$ cat config.mk
export PLATFORM = sky130hd
export DESIGN_NAME = mem_port_arbiter
export DESIGN_NICKNAME = d
export VERILOG_FILES = /design/src/rtl/mem_port_arbiter.sv
export SDC_FILE = /design/constraint.sdc
export NUM_CORES = 1
export LEC_CHECK = 0
export ABC_CLOCK_PERIOD_IN_PS = 4190
export BUFFER_PORTS_ARGS = -buffer_cell sky130_fd_sc_hd__buf_2
export CORE_AREA = 2 2 103 105
export CTS_CLUSTER_SIZE = 30
export DETAILED_ROUTE_END_ITERATION = 7
export DIE_AREA = 0 0 105 107
export GPL_TIMING_DRIVEN = 0
export REMOVE_ABC_BUFFERS = 1
export SYNTH_ARGS = -nofsm -noshare
export SYNTH_HDL_FRONTEND = slang
export SYNTH_SLANG_ARGS = --single-unit
$ cat constraint.sdc
create_clock -name clk -period 4.19 [get_ports clk]
set_input_delay 0.419 -clock clk [delete_from_list [all_inputs] [get_ports clk]]
set_output_delay 0.419 -clock clk [all_outputs]
set_load 0.1 [all_outputs]
$ cat src/rtl/mem_port_arbiter.sv
// mem_port_arbiter
//
// Shares one main-memory port between the instruction-fetch requester (IF) and
// the load/store requester (DM). Arbitration happens combinationally in IDLE;
// the winner drives the memory port in the same cycle. A read moves the block
// to WAIT, where it counts out the fixed read latency and then routes
// mem_rdata back to whichever requester owns the read. Writes complete in the
// grant cycle, so back-to-back writes run one per cycle.
//
// DM wins ties unless IF has been denied for STARVE_LIMIT consecutive
// requesting cycles, in which case IF wins the next arbitration.
//
// Ports:
//   clk, rst               clock, synchronous active-high reset
//   if_req/if_addr         fetch read request and word address
//   if_grant               fetch request accepted this cycle
//   if_rvalid/if_rdata     fetch read data return
//   if_stall               if_req & ~if_grant
//   dm_req/dm_we/dm_addr   data request, write flag, word address
//   dm_wdata               data write data
//   dm_grant               data request accepted this cycle
//   dm_rvalid/dm_rdata     data read data return
//   dm_stall               dm_req & ~dm_grant
//   mem_en/mem_we          memory access strobe and write enable
//   mem_addr/mem_wdata     memory address and write data
//   mem_rdata              memory read data, valid READ_LATENCY cycles after mem_en

module mem_port_arbiter #(
  parameter int unsigned READ_LATENCY = 1,
  parameter int unsigned STARVE_LIMIT = 4,
  parameter int unsigned CNT_W        = 4
) (
  input  logic        clk,
  input  logic        rst,

  input  logic        if_req,
  input  logic [31:0] if_addr,
  output logic        if_grant,
  output logic        if_rvalid,
  output logic [31:0] if_rdata,
  output logic        if_stall,

  input  logic        dm_req,
  input  logic        dm_we,
  input  logic [31:0] dm_addr,
  input  logic [31:0] dm_wdata,
  output logic        dm_grant,
  output logic        dm_rvalid,
  output logic [31:0] dm_rdata,
  output logic        dm_stall,

  output logic        mem_en,
  output logic        mem_we,
  output logic [31:0] mem_addr,
  output logic [31:0] mem_wdata,
  input  logic [31:0] mem_rdata
);

  // FSM encoding
  localparam logic [0:0] StIdle = 1'b0;
  localparam logic [0:0] StWait = 1'b1;

  // Owner encoding for the outstanding read
  localparam logic OwnerIf = 1'b0;
  localparam logic OwnerDm = 1'b1;

  localparam logic [CNT_W-1:0] LatLoad   = CNT_W'(READ_LATENCY - 1);
  localparam logic [CNT_W-1:0] StarveLim = CNT_W'(STARVE_LIMIT);
  localparam logic [CNT_W-1:0] CntMax    = {CNT_W{1'b1}};

  logic [0:0]       state_q, state_d;
  logic [CNT_W-1:0] lat_q, lat_d;
  logic [CNT_W-1:0] starve_q, starve_d;
  logic             owner_q, owner_d;

  logic arb_en;
  logic if_win;
  logic dm_win;
  logic rd_grant;
  logic rd_done;

  // Arbitration and read completion. Everything is gated by rst so that no
  // grant or rvalid can leak out while reset is held, even before the first
  // clock edge has cleared the state registers.
  always_comb begin
    arb_en   = ~rst & (state_q == StIdle);
    if_win   = arb_en & if_req & (~dm_req | (starve_q >= StarveLim));
    dm_win   = arb_en & dm_req & ~if_win;
    rd_grant = if_win | (dm_win & ~dm_we);
    rd_done  = ~rst & (state_q == StWait) & (lat_q == '0);
  end

  // Requester-facing outputs
  always_comb begin
    if_grant  = if_win;
    dm_grant  = dm_win;
    if_stall  = if_req & ~if_win;
    dm_stall  = dm_req & ~dm_win;
    if_rvalid = rd_done & (owner_q == OwnerIf);
    dm_rvalid = rd_done & (owner_q == OwnerDm);
    if_rdata  = mem_rdata;
    dm_rdata  = mem_rdata;
  end

  // Memory port: driven by the winner in the grant cycle, quiet otherwise
  always_comb begin
    mem_en    = if_win | dm_win;
    mem_we    = dm_win & dm_we;
    mem_addr  = '0;
    mem_wdata = '0;
    if (dm_win) begin
      mem_addr  = dm_addr;
      mem_wdata = dm_wdata;
    end else if (if_win) begin
      mem_addr  = if_addr;
    end
  end

  // Next-state logic
  always_comb begin
    state_d = state_q;
    lat_d   = lat_q;
    owner_d = owner_q;

    unique case (state_q)
      StIdle: begin
        if (rd_grant) begin
          state_d = StWait;
          lat_d   = LatLoad;
          owner_d = dm_win ? OwnerDm : OwnerIf;
        end
      end
      StWait: begin
        if (lat_q == '0) begin
          state_d = StIdle;
        end else begin
          lat_d = lat_q - 1'b1;
        end
      end
      default: state_d = StIdle;
    endcase
  end

  // Starvation counter: counts every denied IF-request cycle, WAIT included,
  // and clears as soon as IF is granted or stops asking.
  always_comb begin
    starve_d = '0;
    if (if_req & ~if_win) begin
      starve_d = (starve_q == CntMax) ? starve_q : starve_q + 1'b1;
    end
  end

  always_ff @(posedge clk) begin
    if (rst) begin
      state_q  <= StIdle;
      lat_q    <= '0;
      starve_q <= '0;
      owner_q  <= OwnerIf;
    end else begin
      state_q  <= state_d;
      lat_q    <= lat_d;
      starve_q <= starve_d;
      owner_q  <= owner_d;
    end
  end

endmodule

; Yosys cells after proc, flatten, opt, wreduce, memory -nomap -nowiden
; Cells that the tools add are included.
[word_totals]
output_inout_bits = 136
latchBits = 0
reg_bits = 10
rom_bits = 0
memories = 0
ram_bits = 0
word_cells = 48
[classes]
n_eq_ne = 3
order_cmp = 1
add_sub_neg = 2
bitwise = 24
shift = 0
div = 0
mux = 10
mul = 0
n_reduce_logical = 4
[op_table]
columns = operator, n
row1 = 2-to-1 mux 32 bit, 3
row2 = AND 1 bit, 13
row3 = 2-to-1 mux 4 bit, 2
row4 = NOT 1 bit, 8
row5 = one-hot mux 4 bit (2 select lines), 1
row6 = "adder 4 x 1 -> 4 bit, second input constant", 1
row7 = "equality test 4 bit, second input constant", 1
row8 = "greater-or-equal comparator 4 x 3 -> 1 bit, second input constant", 1
row9 = zero test 4 bit, 1
row10 = "inequality test 2 bit, second input constant", 2
row11 = AND reduction 2 bit, 2
row12 = "subtractor 4 x 1 -> 4 bit, second input constant", 1
row13 = 2-to-1 mux 1 bit, 3
row14 = OR 1 bit, 3
row15 = one-hot mux 1 bit (2 select lines), 1
row16 = OR reduction 2 bit, 1

; Longest topological paths before layout
[depth]
depth_word = 10
depth_mapped = 6
mapped_depth_nobuf = 6

; Worst setup path before layout
; Ideal clock, no wire load.
[synth_timing]
kind = reg-to-output
start = register lat_q[0]
end = output dm_rvalid
slack_ns = -0.215
t_required_ns = 3.771
t_arrival_ns = 3.986
path_stages_with_launch = 6
cell_sequence = dfxtp_1 > inv_1 > ha_1 > nand2b_1 > or2_2 > nor4b_1
[synth_via]
elab_chain_cells = 3
[synth_lines]
columns = element, line_no
row1 = from (decl), 72  ; logic [CNT_W-1:0] lat_q, lat_d;
row2 = from (signal assigned), 161  ; lat_q <= lat_d;
row3 = zero test 4 bit, 90  ; rd_done = ~rst & (state_q == StWait) & (lat_q == '0);
row4 = AND 1 bit, 90
row5 = AND 1 bit, 100  ; dm_rvalid = rd_done & (owner_q == OwnerDm);
row6 = to (decl), 48  ; output logic dm_rvalid,
; Every way passes these cells.

; Final worst setup path
[layout_timing]
start = register state_q
end = output mem_addr[7]
[layout_via]
elab_chain_cells = 7
word_cells_on_any_way = 9
cone_classes = 2 x mux / 7 x bitwise
[layout_lines]
columns = element, line_no
row1 = from (decl), 71  ; logic [0:0] state_q, state_d;
row2 = from (signal assigned), 155  ; state_q <= StIdle;
row3 = from (signal assigned), 160  ; state_q <= state_d;
row4 = NOT 1 bit (no line) (*), -
row5 = AND 1 bit (*), 86  ; arb_en = ~rst & (state_q == StIdle);
row6 = AND 1 bit (2 in series), 87  ; if_win = arb_en & if_req & (~dm_req | (starve_q >= StarveLim));
row7 = NOT 1 bit, 88  ; dm_win = arb_en & dm_req & ~if_win;
row8 = AND 1 bit, 88
row9 = 2-to-1 mux 32 bit (*), 111  ; if (dm_win) begin
row10 = to (decl), 54  ; output logic [31:0] mem_addr,
; Every way passes the cells marked *; elsewhere a longest branch is shown, timed or not.

==> impl_metrics.tcl <==
set metrics [dict create \
    cellPowerDensity_nw_per_um2 288 \
    path_clk_slew_ns 0.05 \
    hold_viol_final 0 \
    die_h_um 107 \
    synth_top_cell_by_area "buf_4" \
    io_buffers 172 \
    cts_htree_levels 1 \
    viasPerCell 4.31 \
    r2r_slack_ns 2.37 \
    place_ws_ns 1.07 \
    post-route-period-util_pct 63.6 \
    rsz0062_at_grt "no" \
    min_path_type "reg -> reg" \
    diodes 0 \
    critPathCaptureType "output port" \
    num_rows 37 \
    status "finished, final reports clean" \
    ys_ff_latch 10 \
    synth_top_cell_area_share_pct 31.2 \
    synth_area_leaders "buf_4 (31%), a22o_1 (17%), and2_1 (13%)" \
    fin_skew_ns 0.00661 \
    cts_resized 0 \
    io_pins 269 \
    die_w_um 105 \
    syn_to_final_growth_pct 32.3 \
    crit_end "mem_addr[7]" \
    clockRootBuffer "clkbuf_8" \
    place.gp.congestion 0.675 \
    setup_slack_ns 1.52 \
    final_util_pct 21.1 \
    core_area_um2 10100 \
    peakVddDrop_mv 0.157 \
    numCtsBuffers 3 \
    first_pass_iters 4 \
    synth_most_common_cell "buf_4" \
    synth_async_sr_flop_share_pct 0 \
    drv_slew 0 \
    fillCellCount 1157 \
    start_kind "flop" \
    ff2ff_path_depth 4 \
    path_class "reg -> out" \
    synth_area_um2 1610 \
    grt_first_pass_wirelength_um 10200 \
    cp_max_fo 39 \
    synth_cell_type_count 36 \
    clock.fmax_ghz 0.375 \
    min_path_cells 2 \
    start_util_pct 16.0 \
    yosys-top-cells-count "buf_4 (67), and2_1 (33), a22o_1 (32)" \
    route.detailed.drc 0 \
    startpoint "state_q" \
    grt_usage_pct 12.1 \
    grt_pass1_vias 1724 \
    ant_nets 0 \
    wire_per_inst_um 17.2 \
    clockBufferDepth 2 \
    cts_tree "yes" \
    wl_um 7630 \
    nets 445 \
    timing.rr.start "state_q" \
    grt_overflow_total 0 \
    period_needed_ns 2.67 \
    clock-sinks 10 \
    hpwl_um 6250 \
    ys_seq_area_share_pct 12.4 \
    vias 1913 \
    maxCapViolCount 0 \
    maxSlewHeadroom_pct 48.0 \
    grt_max_degree 40 \
    ys_warn_count 0 \
    ys.flop_type "dfxtp_1" \
    worstMarginPinSlew_ns 0.779 \
    syn_inst 210 \
    cp.arrival_ns 2.25 \
    drive_gt1_share_pct 58.8 \
    p_leak_nw 1.20 \
    worstSkewPairLatency_ns 0.24 \
    drtIter0Drc 157 \
    syn_area_per_cell_um2 7.67 \
    reg2reg_to "lat_q[1]" \
    antenna_found_initial 1 \
    synth_edf_count 0 \
    dieArea_um2 11200 \
    setup_viol 0 \
    postCtsSetupRepairBufs 0 \
    crit_required_ns 3.77 \
    cts_hold_buffers 0 \
]
[per-layer routing]
layer | routed length [um] | vias up | global-route usage (%)
met5 | 0 | - | 9.05
met4 | 35 | 0 | 1.52
met1 | 3050 | 864 | 14.3
li1 | - | 863 | -
met3 | 1460 | 6 | 9.85
met2 | 3090 | 180 | 16.6
[power by group]
part	total [mW]	internal (mW)	switching, mW	leakage (nW)
sequential	0.0997	0.0973	0.00241	0.0811
combinational	0.413	0.0859	0.327	1.09
clock	0.101	0.0629	0.0376	0.0216
[placed cells by master (no fill, tap or decap), drive strengths merged, types with 3 or more instances in the layout]
master	netlist	routed
a21oi	4	4
a22o	32	32
and2	33	33
buf	74	173
clkbuf	4	3
dfxtp	10	10
inv	4	4
nand2	4	4
nand3b	3	3
nor2	9	9
nor3	6	6
o21ai	3	3
or3	3	3
[layout make-up]
type	count	area, um^2	share of cell area [%]
clock buffer	3	41.3	1.94
timing repair buffer	173	888	41.7
tap	136	170	7.98
multi-input combinational	118	817	38.3
sequential	10	200	9.39
inverter	4	15.0	0.704
[critical path, stage by stage, from the launching register on]
cell and delay (ns):
dfxtp_1 0.38, nor2_2 0.18, and3_2 0.57, buf_16 0.24
a22o_1 0.19, buf_2 0.45
[worst min-delay path by stage]
stage                  start       end  slack (ns)
floorplan           lat_q[0]  lat_q[0]        0.47
global placement    lat_q[1]  lat_q[1]        0.49
detailed placement  lat_q[1]  lat_q[1]        0.50
CTS                      rst  lat_q[2]        0.50
global route             rst  lat_q[2]        0.52
finish               owner_q   owner_q        0.51
[sequential cells by signal, summed over array words and instances (netlist names)]
name / cells
owner_q: 1
starve_q: 4
lat_q: 4
state_q: 1
[through the flow]
stage / total power, mW / TNS [ns] / cells / hold slack (ns) / cell area, um^2
global placement: 0.510 / 0 / 440 / 0.488 / 2060
CTS: 0.620 / 0 / 444 / 0.502 / 2130
detailed placement: 0.516 / 0 / 441 / 0.502 / 2090
global route: 0.638 / 0 / 444 / 0.518 / 2130
floorplan: 0.418 / -0.215 / 132 / 0.473 / 1030
finish: 0.613 / 0 / 444 / 0.512 / 2130
[cells by family (layout without fill, tap and decap cells)]
kind of cell / after synthesis / count (layout) / synth area share (%)
mux: 1 / 1 / 0.621
fa+ha+maj: 2 / 2 / 1.55
flops: 10 / 10 / 12.4
buf+inv: 82 / 180 / 37.0
xor+xnor: 1 / 1 / 0.544
simple gates: 69 / 69 / 25.1
compound gates: 45 / 45 / 22.7
Power figures use the tool's default switching activity.
